<file path="src/rtl/vector_output_sequencer.sv">
// Buffers flagged CPU output vectors in a small FIFO and streams them MSB lane first over valid/ready.
// Optional frame-end pulse is compiled in with `define VOSEQ_FRAME_EN.
module vector_output_sequencer #(
  parameter int VECTOR_SIZE   = 6,
  parameter int OUTPUT_WIDTH  = 8,
  parameter int FIFO_DEPTH    = 4,
  parameter int FRAME_VECTORS = 4096
) (
  input  logic                                 clock,
  input  logic                                 reset,
  input  logic [VECTOR_SIZE*OUTPUT_WIDTH-1:0]  inData,
  input  logic                                 inFlag,
  output logic                                 full,
  output logic                                 overflow,
  output logic [$clog2(FIFO_DEPTH):0]          level,
  output logic [OUTPUT_WIDTH-1:0]              byteOut,
  output logic                                 byteValid,
  input  logic                                 byteReady,
  output logic                                 frameDone
);
  localparam int VW = VECTOR_SIZE * OUTPUT_WIDTH;
  localparam int PW = $clog2(FIFO_DEPTH);
  localparam int LW = PW + 1;
  localparam int CW = (VECTOR_SIZE > 1) ? $clog2(VECTOR_SIZE) : 1;

  if (FRAME_VECTORS < 1 || FIFO_DEPTH < 2 || (FIFO_DEPTH & (FIFO_DEPTH - 1)) != 0) begin : g_bad_param
    $error("vector_output_sequencer: FIFO_DEPTH must be a power of 2 >= 2 and FRAME_VECTORS >= 1");
  end

  typedef enum logic {IDLE, SEND} state_t;

  state_t          r_state;
  state_t          w_state_nxt;
  logic [VW-1:0]   r_mem [FIFO_DEPTH];
  logic [PW-1:0]   r_wr_ptr;
  logic [PW-1:0]   r_rd_ptr;
  logic [LW-1:0]   r_level;
  logic [VW-1:0]   r_shift;
  logic [CW-1:0]   r_lane_cnt;
  logic            r_overflow;
  logic            w_push;
  logic            w_pop;
  logic            w_hs;
  logic            w_last;
  logic            w_empty;

  // full/level come from the registered count, so a same-cycle pop never admits an extra push
  assign full    = (r_level == LW'(FIFO_DEPTH));
  assign w_empty = (r_level == '0);
  assign w_push  = inFlag && !full;
  assign w_hs    = (r_state == SEND) && byteReady;
  assign w_last  = (r_lane_cnt == CW'(VECTOR_SIZE - 1));

  always_comb begin
    w_state_nxt = r_state;
    w_pop       = 1'b0;
    case (r_state)
      IDLE: begin
        if (!w_empty) begin
          w_pop       = 1'b1;
          w_state_nxt = SEND;
        end
      end
      SEND: begin
        if (w_hs && w_last) begin
          if (!w_empty) w_pop = 1'b1;
          else          w_state_nxt = IDLE;
        end
      end
      default: w_state_nxt = IDLE;
    endcase
  end

  always_ff @(posedge clock or negedge reset) begin
    if (!reset) begin
      r_state    <= IDLE;
      r_wr_ptr   <= '0;
      r_rd_ptr   <= '0;
      r_level    <= '0;
      r_overflow <= 1'b0;
      r_lane_cnt <= '0;
      r_shift    <= '0;
    end else begin
      r_state <= w_state_nxt;
      if (w_push) r_wr_ptr <= r_wr_ptr + 1'b1;
      if (w_pop)  r_rd_ptr <= r_rd_ptr + 1'b1;
      if (w_push != w_pop) r_level <= w_push ? r_level + 1'b1 : r_level - 1'b1;
      if (inFlag && full) r_overflow <= 1'b1;
      // Shifting on the final handshake too leaves the register zeroed once the stream drains
      if (w_pop) begin
        r_shift    <= r_mem[r_rd_ptr];
        r_lane_cnt <= '0;
      end else if (w_hs) begin
        r_shift    <= r_shift << OUTPUT_WIDTH;
        r_lane_cnt <= r_lane_cnt + 1'b1;
      end
    end
  end

  // Pop and push never touch the same slot: rd==wr only when empty or full
  always_ff @(posedge clock) begin
    if (w_push) r_mem[r_wr_ptr] <= inData;
  end

  assign byteOut   = r_shift[VW-1 -: OUTPUT_WIDTH];
  assign byteValid = (r_state == SEND);
  assign level     = r_level;
  assign overflow  = r_overflow;

`ifdef VOSEQ_FRAME_EN
  localparam int FW = $clog2(FRAME_VECTORS + 1);

  logic [FW-1:0] r_frame_cnt;
  logic          w_frame_hit;

  // Counter sits at FRAME_VECTORS for exactly one cycle, which is the frameDone pulse
  assign w_frame_hit = (r_frame_cnt == FW'(FRAME_VECTORS));

  always_ff @(posedge clock or negedge reset) begin
    if (!reset) begin
      r_frame_cnt <= '0;
    end else if (w_frame_hit) begin
      r_frame_cnt <= (w_hs && w_last) ? FW'(1) : '0;
    end else if (w_hs && w_last) begin
      r_frame_cnt <= r_frame_cnt + 1'b1;
    end
  end

  assign frameDone = w_frame_hit;
`else
  assign frameDone = 1'b0;
`endif

endmodule

</file>
<file path="config.mk">
export PLATFORM = sky130hd
export DESIGN_NAME = vector_output_sequencer
export DESIGN_NICKNAME = d
export VERILOG_FILES = /design/src/rtl/vector_output_sequencer.sv
export SDC_FILE = /design/constraint.sdc
export NUM_CORES = 1
export LEC_CHECK = 0
export BUFFER_PORTS_ARGS = -buffer_cell sky130_fd_sc_hd__buf_2
export CAP_MARGIN = 20
export CORE_MARGIN = 5
export CORE_UTILIZATION = 55
export CTS_CLUSTER_DIAMETER = 150
export DETAILED_ROUTE_END_ITERATION = 8
export PLACE_DENSITY = 0.83
export RECOVER_POWER = 50
export SLEW_MARGIN = 20
export SYNTH_ARGS = -nofsm -noshare
export SYNTH_HDL_FRONTEND = slang
export SYNTH_SLANG_ARGS = --single-unit
export TNS_END_PERCENT = 50
</file>
<file path="constraint.sdc">
create_clock -name clock -period 3.63 [get_ports clock]
set_input_delay 0.5445 -clock clock [delete_from_list [all_inputs] [get_ports clock]]
set_output_delay 0.5445 -clock clock [all_outputs]
set_load 0.01 [all_outputs]
</file>
==> results of run 1 <==
## worst max-delay path: cells and delay by family, from the launching register on
family,cells,cell delay (ns)
flops,1,0.55
buf+inv,2,0.42
simple gates,3,1.41
## logic make-up (layout without fill, tap and decap cells)
group                    count (synthesis)  count (layout)  synth area share [%]
adder cells (fa/ha/maj)                  7               7                0.8773
other                                    1               1               0.03756
AO/OA/AOI/OAI                           64              64                 3.660
XOR/XNOR                                 7               7                0.6141
multiplexers                            89              89                 14.95
AND/OR/NAND/NOR                         85              85                 3.848
flip-flops                             252             252                 72.79
buffers and inverters                   47             131                 3.221
## layout make-up
class                   count  area [um^2]  share of cell area (%)
clock inverters            20        234.0                   2.081
repair buffers             76        379.1                   3.372
multi-input cells         253         2387                   21.23
inverters                   7        26.28                  0.2337
clock buffers              28        658.1                   5.854
flip-flops and latches    252         7272                   64.68
well taps                 229        286.5                   2.548
## flip-flops by register name, indices dropped and copies added, names as in the netlist
name / flops
r_lane_cnt: 3
r_rd_ptr: 2
r_shift: 48
overflow: 1
byteValid: 1
level: 3
r_mem: 192
r_wr_ptr: 2
## power by group
part	switching [W]	internal [W]
combinational	0.000898	0.000902
sequential	0.000498	0.00377
clock	0.00109	0.00161
## per-stage QoR
| step | power [W] | hold slack [ns] | cells | area, um^2 | setup WS (ns) |
|---|---|---|---|---|---|
| floorplan | 0.005635 | 0.2489 | 552 | 9983 | 0.9974 |
| global placement | 0.006033 | 0.4535 | 817 | 10440 | 1.304 |
| detailed placement | 0.006150 | 0.4711 | 817 | 10440 | 1.182 |
| CTS | 0.008891 | 0.1815 | 865 | 11330 | 1.189 |
| global route | 0.009217 | 0.2608 | 865 | 11240 | 0.7169 |
| finish | 0.008769 | 0.2656 | 865 | 11240 | 0.9346 |
## routing by layer
layer	wire length (um)	track usage, %	vias to the layer above
met3	956	3.056	35
li1	-	-	2249
met1	7479	25.80	2662
met4	417	4.026	0
met2	10060	32.63	181
met5	0	0	-
## path summary, 6_finish.rpt
check	depth (start not counted)	slack, ns	start	end
min reg2reg	1	0.47	overflow$_DFFE_PN0P_	overflow$_DFFE_PN0P_
max reg2reg	5	0.93	level[0]$_DFFE_PN0P_	r_mem[2][40]$_DFFE_PP_
min in group asynchronous	1	0.70	reset	overflow$_DFFE_PN0P_
max	5	0.93	level[0]$_DFFE_PN0P_	r_mem[2][40]$_DFFE_PP_
min	1	0.27	inData[2]	r_mem[3][2]$_DFFE_PP_
max in group asynchronous	1	1.30	reset	r_rd_ptr[0]$_DFFE_PN0P_
## placed cells by master (no fill, tap or decap), drive strengths merged
master / count
o221ai: 1
xor2: 4
mux4: 48
nand2: 61
clkinv: 15
nand3: 3
inv: 7
conb: 1
mux2: 1
a21o: 2
nor4: 2
a211oi: 1
ha: 7
nor3: 3
a41o: 1
clkbuf: 81
o2111ai: 1
bufinv: 4
a21oi: 4
mux2i: 40
o21ai: 50
a221oi: 1
nand4: 2
nor2: 7
o31ai: 1
and3: 2
clkinvlp: 1
xnor2: 3
buf: 23
dfrtp: 60
edfxtp: 192
a311oi: 1
a31oi: 1
and2: 5
==> impl_metrics.py, run 1 <==
metrics = {
    "sta": {
        "min_period_ns": 2.695,
        "rsz0062_at_grt": "no",
        "period_share_pct": 74.25,
        "finalHoldViolations": 0,
        "setup_tns_ns": 0,
        "setup_viol": 0,
        "max_clock_freq_mhz": 371.0,
        "final_max_slew_viol_count": 42,
        "worst_pin_slew_ns": 2.285,
        "slew_headroom_pct": -52.31,
        "skew_ns": 0.02797,
    },
    "placed_design": {
        "gp_congestion": 0.9151,
        "port-buffer-count": 65,
        "place_hpwl_um": 11310,
    },
    "synthesis": {
        "synth_cell_types": 43,
        "synthCells": 552,
        "synth_area_um2": 9983,
        "ys_seq_elements": 252,
        "synth-warning-count": 0,
        "avgSynthCellArea_um2": 18.09,
        "yosys-top-cells-count": "edfxtp_1, dfrtp_1, nand2_1, mux4_2, mux2i_1",
        "synth_top_area_cell": "edfxtp_1",
        "synth_edf_count": 192,
        "synthMostInstantiatedCell": "edfxtp_1",
        "ys_async_sr_fraction_pct": 23.81,
        "yosys_most_used_dff": "edfxtp_1",
        "synth_nets": 611,
        "synth_top_area_share_pct": 57.75,
        "synth_area_leaders": "edfxtp_1, dfrtp_1, mux4_2",
        "yosysSeqAreaShare_pct": 72.79,
    },
    "global_route": {
        "grt_antenna_before_repair": 0,
        "grt_overflow": 0,
        "grt_max_degree": 51,
        "grt_pass1_wl_um": 30500,
        "grt_pass1_vias": 5478,
        "grt.total_usage_pct": 18.86,
    },
    "clock_network": {
        "cts_root_buf": "clkbuf_16",
        "cts_resized": 0,
        "clkSinkCount": 252,
        "clk_pin_slew_worst_paths_ns": 0.06,
        "insertion_delay_ns": 0.54,
        "cts_setup_buffers": 0,
        "cts_buffer_depth": 3,
        "cts_buffers": 26,
        "cts_hold_buffers": 0,
        "h-tree-depth": 1,
        "cts_tree": "built",
    },
    "routing": {
        "via_per_inst": 5.927,
        "wl_um": 18920,
        "drtPass1Iterations": 5,
        "dr_total_vias": 5127,
        "detail_route.wl_per_cell_um": 21.87,
        "initialDrtViolationCount": 377,
        "drc": 0,
        "ant_nets": 0,
    },
    "die": {
        "die_h_um": 144.7,
        "rows": 49,
        "die_x_um": 144.7,
        "io_pins": 67,
        "coreArea_um2": 17900,
        "dieArea_um2": 20950,
        "start_util_pct": 55.77,
    },
    "outcome": {
        "violations": "capacitance limit, slew limit",
        "status": "finished, violations left",
    },
    "finish": {
        "syn_to_final_growth_pct": 12.62,
        "nNetsFinal": 675,
        "drive_gt1_share_pct": 19.81,
        "num_antenna_cells": 0,
        "utilization_pct": 62.80,
        "fill_cells": 1218,
    },
    "power": {
        "power.density_nw_per_um2": 779.9,
        "leakagePower_nw": 4.023,
        "peakVddDrop_uv": 482.1,
    },
    "setup_path": {
        "end_kind": "register",
        "crit_required_ns": 3.85,
        "setup.worst_path.class": "reg2reg",
        "worstPathCellList": "inv_1 -> and3_1 -> nor2_1 -> and2_2 -> buf_12",
        "cp_slowest_cell": "and2_2",
        "slowest_delay_ns": 0.75,
        "cp_max_fo": 25,
        "critPathLaunchType": "register",
        "crit_arrival_ns": 2.91,
    },
    "job": {
        "drv_cap": 1,
    },
    "hold_path": {
        "hp-class": "in2reg",
    },
}
No activity file was read; power rests on OpenSTA's default activity.
==> run 2: changes to the inputs <==
- CORE_UTILIZATION: 55 -> 54
- PLACE_DENSITY: 0.83 -> 0.84
- clock period: 3.63 -> 2.2 ns (I/O delays scaled with it)
==> impl_metrics.py, run 2 (synthesis gave the netlist of run 1 again) <==
metrics = {
    "outcome": {
        "status": "complete, no violations",
    },
    "placed_design": {
        "place_ws_ns": 0.1144,
        "placed_area_um2": 10590,
        "port-buffer-count": 65,
        "place_hpwl_um": 11740,
        "gp_congestion": 0.8190,
    },
    "finish": {
        "regMostFlops": "r_mem",
        "syn_to_final_growth_pct": 14.24,
        "utilization_pct": 63.06,
        "final_common_cell": "edfxtp_1",
        "reg_top3": "r_mem (192), r_shift (48)",
        "largest_reg_flops": 192,
        "finalInstanceArea_um2": 11400,
        "fill_cells": 1233,
        "regArea_um2": 7273,
        "num_antenna_cells": 0,
        "multi_input_area_um2": 2421,
        "nNetsFinal": 687,
        "layout_common_cells": "edfxtp_1, nand2_1, dfrtp_1",
        "drive_gt1_share_pct": 22.41,
    },
    "clock_network": {
        "clkSinkCount": 252,
        "cts_buffer_depth": 3,
        "cts_setup_buffers": 0,
        "insertion_delay_ns": 0.51,
        "h-tree-depth": 1,
        "cts_buffers": 25,
        "clk_pin_slew_worst_paths_ns": 0.06,
        "cts_root_buf": "clkbuf_16",
        "cts_tree": "built",
    },
    "sta": {
        "setup_slack_ns": 0.1318,
        "skew_ns": 0.008775,
        "slew_headroom_pct": 43.53,
        "max_clock_freq_mhz": 483.5,
        "worst_pin_slew_ns": 0.8471,
        "setup_viol": 0,
        "period_share_pct": 94.01,
        "hold_slack_ns": 0.07256,
        "finalHoldViolations": 0,
        "min_period_ns": 2.068,
        "final_max_slew_viol_count": 0,
        "rsz0062_at_grt": "no",
    },
    "die": {
        "coreArea_um2": 18090,
        "die_h_um": 146.0,
        "die_x_um": 146.0,
        "io_pins": 67,
        "rows": 49,
        "start_util_pct": 55.20,
        "dieArea_um2": 21310,
    },
    "routing": {
        "dr_total_vias": 5085,
        "wl_um": 18550,
        "initialDrtViolationCount": 381,
        "via_per_inst": 5.805,
        "drc": 0,
        "detail_route.wl_per_cell_um": 21.17,
        "ant_nets": 0,
        "drtPass1Iterations": 5,
    },
    "global_route": {
        "grt_antenna_before_repair": 0,
        "grt.total_usage_pct": 17.78,
        "grt_overflow": 0,
        "grt_max_degree": 74,
        "grt_pass1_vias": 5502,
        "grt_pass1_wl_um": 30150,
    },
    "setup_path": {
        "worstReg2RegEnd": "level[2]$_DFFE_PN0P_",
        "cp_num_buf_inv": 1,
        "crit_required_ns": 2.58,
        "worstPathCellList": "inv_1 -> and3_2 -> nor2_4 -> xnor2_1 -> ha_1 -> and2_2 -> nand4_1 -> a21oi_1 -> nor4_2",
        "critPathLaunchType": "register",
        "crit_arrival_ns": 2.45,
        "cp_slowest_cell": "dfrtp_2",
        "cp_top_family": "simple AND/OR/NAND/NOR gates",
        "slowest_delay_ns": 0.47,
        "cp_max_fo": 7,
        "r2r_setup_slack_ns": 0.13,
        "end_kind": "register",
        "r2r_cells": 9,
        "setup.worst_path.class": "reg2reg",
        "regToRegStartpoint": "level[1]$_DFFE_PN0P_",
    },
    "hold_path": {
        "hp-start": "inData[17]",
        "min_to": "r_mem[3][17]$_DFFE_PP_",
        "min_path_cells": 1,
        "hp-class": "in2reg",
    },
    "power": {
        "leakagePower_nw": 4.099,
        "peakVddDrop_uv": 831.1,
        "report.power.total_w": 0.01452,
        "power.density_nw_per_um2": 1273,
    },
    "job": {
        "drv_cap": 0,
    },
}
-- run 2: changes by cell type in the layout (fill, tap and decap cells not counted), sizes merged --
| cell | before | now |
|---|---|---|
| inv | 7 | 9 |
| dlygate4sd3 | 0 | 1 |
| clkinvlp | 1 | 2 |
| buf | 23 | 34 |
| bufinv | 4 | 1 |
| clkinv | 15 | 4 |
| clkbuf | 81 | 91 |
-- run 2: routing by layer --
metal  global-route usage [%]  routed length (um)  up-vias
met5                        0                   0        -
met4                    3.998                 281        0
met3                    2.678                 877       32
met2                    31.50                9895      154
met1                    23.60                7491     2620
li1                         -                   -     2279
-- run 2: area by class of cell --
cell class / instances / area share (%)
Timing Repair Buffer: 89 / 4.685
Inverter: 7 / 0.2304
Tap cell: 229 / 2.512
Clock buffer: 37 / 6.868
Multi-Input combinational cell: 253 / 21.23
Sequential cell: 252 / 63.77
Clock inverter: 9 / 0.7021
-- run 2: power by group --
group          internal (W)  switching [W]  total, W  leakage, nW
clock               0.00259        0.00170   0.00429        0.426
sequential          0.00622       0.000516   0.00673         2.53
combinational       0.00167        0.00182   0.00349         1.14
total                0.0105        0.00404    0.0145         4.10
-- run 2: how the worst max path moves through the flow --
| stage | startpoint | end | slack (ns) | depth (start not counted) |
|---|---|---|---|---|
| global route | level[1]$_DFFE_PN0P_ | level[2]$_DFFE_PN0P_ | 0.005 | 8 |
| floorplan | level[0]$_DFFE_PN0P_ | r_mem[2][0]$_DFFE_PP_ | -0.43 | 5 |
| detailed placement | level[1]$_DFFE_PN0P_ | level[2]$_DFFE_PN0P_ | 0.11 | 9 |
| finish | level[1]$_DFFE_PN0P_ | level[2]$_DFFE_PN0P_ | 0.13 | 9 |
| global placement | level[1]$_DFFE_PN0P_ | level[2]$_DFFE_PN0P_ | 0.32 | 8 |
| CTS | level[1]$_DFFE_PN0P_ | level[2]$_DFFE_PN0P_ | 0.1 | 9 |
-- run 2: timing repair --
item	4_1_cts	5_1_grt
endpoints found under the hold margin	26	0
hold buffers	1	0
gates resized for setup	0	4
setup endpoints to repair	0	1
-- run 2: per-stage QoR --
step | TNS, ns | std cells
3_5_place_dp | 0 | 829
5_1_grt | 0 | 876
4_1_cts | 0 | 876
3_3_place_gp | 0 | 829
2_1_floorplan | -41.51 | 552
6_report | 0 | 876
